--- src/rtl/fp_pkg.sv ---
// rtl/fp_pkg.sv - shared binary64 field positions, state encoding and NaN helpers
package fp_pkg;

   localparam int DATA_WIDTH = 64;
   localparam int EXP_MSB    = 62;
   localparam int EXP_LSB    = 52;
   localparam int MAN_MSB    = 51;

   // Canonical quiet NaN reported when a packet holds no ordered value.
   localparam logic [DATA_WIDTH-1:0] QNAN_CANON = 64'h7FF8_0000_0000_0000;

   typedef enum logic [1:0] {
      ST_IDLE  = 2'd0,
      ST_ACCUM = 2'd1,
      ST_DONE  = 2'd2
   } state_t;

   // Exponent all ones with a non-zero mantissa.
   function automatic logic is_nan(input logic [DATA_WIDTH-1:0] v);
      return (&v[EXP_MSB:EXP_LSB]) && (|v[MAN_MSB:0]);
   endfunction

   // Signalling NaN: a NaN whose quiet bit (mantissa MSB) is clear.
   function automatic logic is_snan(input logic [DATA_WIDTH-1:0] v);
      return is_nan(v) && !v[MAN_MSB];
   endfunction

endpackage

--- src/rtl/fp_total_lt.sv ---
// rtl/fp_total_lt.sv - sign-magnitude total-order less-than for binary64 (NaNs left to caller)
module fp_total_lt
   import fp_pkg::*;
(
   input  logic [DATA_WIDTH-1:0] a,
   input  logic [DATA_WIDTH-1:0] b,
   output logic                  lt
);

   logic                  sign_a;
   logic                  sign_b;
   logic [DATA_WIDTH-2:0] mag_a;
   logic [DATA_WIDTH-2:0] mag_b;

   assign sign_a = a[DATA_WIDTH-1];
   assign sign_b = b[DATA_WIDTH-1];
   assign mag_a  = a[DATA_WIDTH-2:0];
   assign mag_b  = b[DATA_WIDTH-2:0];

   // Opposite signs: the negative one is smaller, which also orders -0 below +0.
   // Same sign: exponent|mantissa compares as an unsigned magnitude, reversed when negative.
   always_comb begin
      lt = 1'b0;
      if (sign_a != sign_b) begin
         lt = sign_a;
      end else if (!sign_a) begin
         lt = (mag_a < mag_b);
      end else begin
         lt = (mag_a > mag_b);
      end
   end

endmodule

--- src/rtl/fp_minmax_stream.sv ---
// rtl/fp_minmax_stream.sv - streaming binary64 min/max reduction with indices, count and flags
module fp_minmax_stream #(
   parameter int DATA_WIDTH = 64,
   parameter int CNT_WIDTH  = 16
) (
   input  logic                  in_clk,
   input  logic                  in_rst,
   input  logic                  in_valid,
   output logic                  in_ready,
   input  logic [DATA_WIDTH-1:0] in_data,
   input  logic                  in_last,
   output logic                  out_valid,
   input  logic                  out_ready,
   output logic [DATA_WIDTH-1:0] out_min,
   output logic [DATA_WIDTH-1:0] out_max,
   output logic [CNT_WIDTH-1:0]  out_min_idx,
   output logic [CNT_WIDTH-1:0]  out_max_idx,
   output logic [CNT_WIDTH-1:0]  out_count,
   output logic                  out_nv,
   output logic                  out_ovf
);

   import fp_pkg::*;

   state_t                state_q;
   state_t                state_d;

   logic [DATA_WIDTH-1:0] min_q;
   logic [DATA_WIDTH-1:0] max_q;
   logic [CNT_WIDTH-1:0]  min_idx_q;
   logic [CNT_WIDTH-1:0]  max_idx_q;
   logic [CNT_WIDTH-1:0]  count_q;
   logic                  nv_q;
   logic                  ovf_q;

   logic                  accept;
   logic                  data_nan;
   logic                  data_snan;
   logic                  min_nan;
   logic                  max_nan;
   logic                  lt_min;
   logic                  lt_max;
   logic                  take_min;
   logic                  take_max;
   logic                  count_sat;

   // in_data < running min
   fp_total_lt u_lt_min (
      .a  (in_data),
      .b  (min_q),
      .lt (lt_min)
   );

   // running max < in_data
   fp_total_lt u_lt_max (
      .a  (max_q),
      .b  (in_data),
      .lt (lt_max)
   );

   assign in_ready  = (state_q != ST_DONE) & ~in_rst;
   assign accept    = in_valid & in_ready;

   assign data_nan  = is_nan(in_data);
   assign data_snan = is_snan(in_data);
   assign min_nan   = is_nan(min_q);
   assign max_nan   = is_nan(max_q);
   assign count_sat = &count_q;

   // A NaN beat never displaces anything; an ordered beat always displaces a NaN
   // running value and otherwise only wins on a strict compare, so ties keep the earlier index.
   assign take_min  = !data_nan && (min_nan || lt_min);
   assign take_max  = !data_nan && (max_nan || lt_max);

   // State register.
   always_ff @(posedge in_clk) begin
      if (in_rst) begin
         state_q <= ST_IDLE;
      end else begin
         state_q <= state_d;
      end
   end

   // Next-state decode and the result-valid strobe.
   always_comb begin
      state_d   = state_q;
      out_valid = 1'b0;
      case (state_q)
         ST_IDLE: begin
            if (accept) begin
               state_d = in_last ? ST_DONE : ST_ACCUM;
            end
         end
         ST_ACCUM: begin
            if (accept && in_last) begin
               state_d = ST_DONE;
            end
         end
         ST_DONE: begin
            out_valid = 1'b1;
            if (out_ready) begin
               state_d = ST_IDLE;
            end
         end
         default: begin
            state_d = ST_IDLE;
         end
      endcase
   end

   // Running min/max, indices, element count and sticky flags.
   always_ff @(posedge in_clk) begin
      if (in_rst) begin
         min_q     <= '0;
         max_q     <= '0;
         min_idx_q <= '0;
         max_idx_q <= '0;
         count_q   <= '0;
         nv_q      <= 1'b0;
         ovf_q     <= 1'b0;
      end else if (accept) begin
         if (state_q == ST_IDLE) begin
            // First element seeds both extremes; a NaN seed is stored canonically so an
            // all-NaN packet reports the canonical qNaN at index 0.
            min_q     <= data_nan ? QNAN_CANON : in_data;
            max_q     <= data_nan ? QNAN_CANON : in_data;
            min_idx_q <= '0;
            max_idx_q <= '0;
            count_q   <= CNT_WIDTH'(1);
            nv_q      <= data_snan;
            ovf_q     <= 1'b0;
         end else begin
            // The pre-increment count is this element's index; once saturated every
            // later element reports the saturated value.
            if (take_min) begin
               min_q     <= in_data;
               min_idx_q <= count_q;
            end
            if (take_max) begin
               max_q     <= in_data;
               max_idx_q <= count_q;
            end
            if (count_sat) begin
               ovf_q <= 1'b1;
            end else begin
               count_q <= count_q + CNT_WIDTH'(1);
            end
            nv_q <= nv_q | data_snan;
         end
      end
   end

   assign out_min     = min_q;
   assign out_max     = max_q;
   assign out_min_idx = min_idx_q;
   assign out_max_idx = max_idx_q;
   assign out_count   = count_q;
   assign out_nv      = nv_q;
   assign out_ovf     = ovf_q;

endmodule

--- config.mk ---
export PLATFORM = sky130hd
export DESIGN_NAME = fp_minmax_stream
export DESIGN_NICKNAME = d
export VERILOG_FILES = /design/src/rtl/fp_pkg.sv /design/src/rtl/fp_total_lt.sv /design/src/rtl/fp_minmax_stream.sv
export SDC_FILE = /design/constraint.sdc
export NUM_CORES = 1
export LEC_CHECK = 0
export ABC_AREA = 1
export CAP_MARGIN = 30
export CELL_PAD_IN_SITES_DETAIL_PLACEMENT = 1
export CELL_PAD_IN_SITES_GLOBAL_PLACEMENT = 1
export CORE_MARGIN = 2
export CORE_UTILIZATION = 36
export DETAILED_ROUTE_END_ITERATION = 8
export GPL_TIMING_DRIVEN = 0
export PLACE_DENSITY_LB_ADDON = 0.1
export SYNTH_ARGS = -nofsm -noshare
export SYNTH_HDL_FRONTEND = slang
export SYNTH_SLANG_ARGS = --single-unit
--- constraint.sdc ---
create_clock -name in_clk -period 3.3 [get_ports in_clk]
set_input_delay 0.825 -clock in_clk [delete_from_list [all_inputs] [get_ports in_clk]]
set_output_delay 0.825 -clock in_clk [all_outputs]
set_load 0.01 [all_outputs]
==> results.json <==
{
  "syn_inst": 1752,
  "crit_path_end": "out_min[39]",
  "yosys_most_used_dff": "dfxtp_1",
  "synth_area_leaders": "dfxtp_1, nand2_1, ha_1",
  "yosys.area.top_type_share_pct": 30.9,
  "power_switching_w": 0.00250,
  "drv_cap": 0,
  "arrival_ps": 3590,
  "sequentialPowerShare_pct": 36.8,
  "syn-num-nets": 1948,
  "ioPinCount": 249,
  "vias": 12800,
  "start_util_pct": 36.8,
  "nets": 2225,
  "startpoint_type": "input port",
  "dr.pass1.iters": 5,
  "endpoint_kind": "register",
  "cts_tree": "yes",
  "clk_pin_slew_ps": 70,
  "grt_start_max_net_pins": 19,
  "ys_seq_area_share_pct": 30.9,
  "die_h_microns": 184,
  "final_max_slew_viol_count": 0,
  "r2r_end": "out_min[39]",
  "async_reset_ff_share_pct": 0,
  "syn_to_final_growth_pct": 35.3,
  "hold_depth": 2,
  "gp_congestion": 0.875,
  "synth_seq_cells": 180,
  "wl_per_cell_microns": 19.5,
  "finalHoldViolCount": 0,
  "first_global_vias": 12800,
  "rows": 65,
  "cp_max_fo": 10,
  "setup_viol": 0,
  "avgSynthCellArea_sq_um": 6.66,
  "coreArea_sq_um": 31700,
  "cts_buffers": 17,
  "post-dp-hpwl_microns": 37300,
  "rr_worst_depth": 18,
  "power.internal_w": 0.00444,
  "yosys.cell_count.top_type": "nand2_1",
  "worstPathRequired_ps": 3680,
  "drc": 0,
  "crit_start": "in_data[0]",
  "grt_pass1_wl_microns": 72000,
  "clock_path_buffers": 2,
  "run_status": "completed",
  "clkPwrFrac_pct": 31.9,
  "via_per_inst": 5.23,
  "synth_top_area_cell": "dfxtp_1",
  "worst_pin_slew_ps": 942,
  "fmax_mhz": 312,
  "cts_root_buf": "clkbuf_16",
  "p_leak_nw": 7.69,
  "die_w_microns": 184,
  "synth_cell_types": 33,
  "syn_area_sq_um": 11700,
  "antenna_left": 0,
  "fin_crit_sh_pct": 97.2,
  "p_comb_share_pct": 31.4,
  "cts.hold.buffers_added": 0,
  "synth_commonest_cells": "nand2_1, nor2_1, inv_1",
  "power.total_w": 0.00694,
  "irDropWorstVdd_mv": 0.312,
  "hold_path.class": "reg2reg",
  "antenna_found_initial": 2,
  "critPathKind": "in2reg",
  "final_cells": 2445,
  "period_needed_ps": 3210,
  "fp.dieArea_sq_um": 33900,
  "slew_headroom_pct": 37.2,
  "fillers": 4035,
  "insertion_delay_ps": 450,
  "htree_levels": 4,
  "drtIter0Drc": 676,
  "drive_gt1_share_pct": 7.10,
  "totalWireLength_microns": 47600,
  "r2r_setup_slack_ps": 370,
  "clock-sinks": 180,
  "dp_cells": 2402,
  "io_buffers": 248,
  "grt_util_all_layers_pct": 27.9,
  "switching_share_pct": 36.0,
  "synth_edf_count": 0,
  "rr_startpoint": "out_min[52]",
  "overflow": 0,
  "fin_skew_ps": 13.5,
  "yosysWarnings": 0,
  "powerDensity_nw_per_um2": 440
}
metal layers:
metal | track usage, % | part of all wire, % | vias up
li1 | - | - | 6186
met1 | 36.8 | 46 | 6186
met2 | 47.0 | 47 | 341
met3 | 3.94 | 4.8 | 73
met4 | 8.42 | 2.7 | 2
met5 | 0 | 0.027 | -
how the worst min path moves through the flow:
stage | from | end | slack [ps]
after detailed placement | out_nv | out_nv | 460
after global placement | out_nv | out_nv | 450
after CTS | out_min_idx[7] | out_min_idx[7] | 490
after floorplan | state_q[1] | state_q[0] | 450
after global routing | out_nv | out_nv | 500
final | out_min_idx[14] | out_min_idx[14] | 480
state kept, by name, indices dropped and copies added, names as in the netlist:
| name | cells |
|---|---|
| out_count | 16 |
| state_q | 2 |
| out_min | 64 |
| out_min_idx | 16 |
| out_nv | 1 |
| out_ovf | 1 |
| out_max | 64 |
| out_max_idx | 16 |
stage by stage:
stage                     cell area [sq um]  hold WS [ps]  worst slack, ps  util [%]  setup TNS, ps
final                                 15800           483             92.2      49.8              0
after global routing                  15800           499            -7.40      49.8          -21.0
after CTS                             15400           487            -1.50      48.5          -1.50
after detailed placement              14700           461            -1030      46.2        -127960
after global placement                14700           446             -948      46.2        -116900
after floorplan                       11700           449              621         -              0
kinds of logic (layout without fill, tap and decap cells):
kind of cell,after synthesis,after routing,share of synthesized area [%]
simple gates,940,940,35.1
buf+inv,315,605,11.3
other cells,0,1,0
flops,180,180,30.9
fa+ha+maj,127,127,13.6
compound gates,190,190,9.12
cell usage in the layout, fill, tap and decap left out, drive strengths merged, types with 2 or more instances in the layout:
| cell | n |
|---|---|
| nand2 | 443 |
| nor2 | 256 |
| inv | 244 |
| clkdlybuf4s50 | 206 |
| dfxtp | 180 |
| a21oi | 137 |
| ha | 127 |
| nand3 | 123 |
| buf | 60 |
| clkbuf | 46 |
| nand4 | 44 |
| nand3b | 37 |
| dlymetal6s2s | 35 |
| a21boi | 25 |
| nor4 | 21 |
| nor3 | 15 |
| o21ai | 11 |
| a21o | 8 |
| clkinv | 6 |
| dlygate4sd2 | 5 |
| a211oi | 3 |
| a31oi | 3 |
| bufinv | 2 |
power by group through the flow:
stage	sequential, W	clock, W	combinational [W]
after detailed placement	0.00260	0	0.00207
final	0.00255	0.00221	0.00218
after global routing	0.00257	0.00232	0.00241
after floorplan	0.00261	0	0.00108
after global placement	0.00259	0	0.00199
after CTS	0.00255	0.00223	0.00211
critical path, stage by stage:
cell and delay [ps]:
clkdlybuf4s50_1 520, inv_1 150, nand4_1 140, nor4_4 460, nand4_1 190, and2_1 260, nand2_2 260, buf_4 310
nand2_1 120, a21boi_0 180, nor2_1 160
area by class of cell:
type / count / area (sq um) / share of cell area, %
antenna: 1 / 2.50 / 0.0159
buffer: 78 / 515 / 3.27
clock buffer: 17 / 425 / 2.70
clock inverter: 15 / 190 / 1.21
inverter: 237 / 890 / 5.64
multi-input combinational: 1257 / 6960 / 44.1
sequential: 180 / 3600 / 22.8
tap: 402 / 503 / 3.19
timing repair buffer: 258 / 2690 / 17.0
timing repair:
| item | CTS | global route |
|---|---|---|
| setup buffers | 2 | 7 |
| pin swaps | 5 | 17 |
| gates resized for setup | 35 | 99 |
| hold endpoints to repair | 0 | 0 |
| gates cloned | 0 | 1 |
| endpoints found under the setup margin | 160 | 160 |
(Power assumes the default switching activity.)
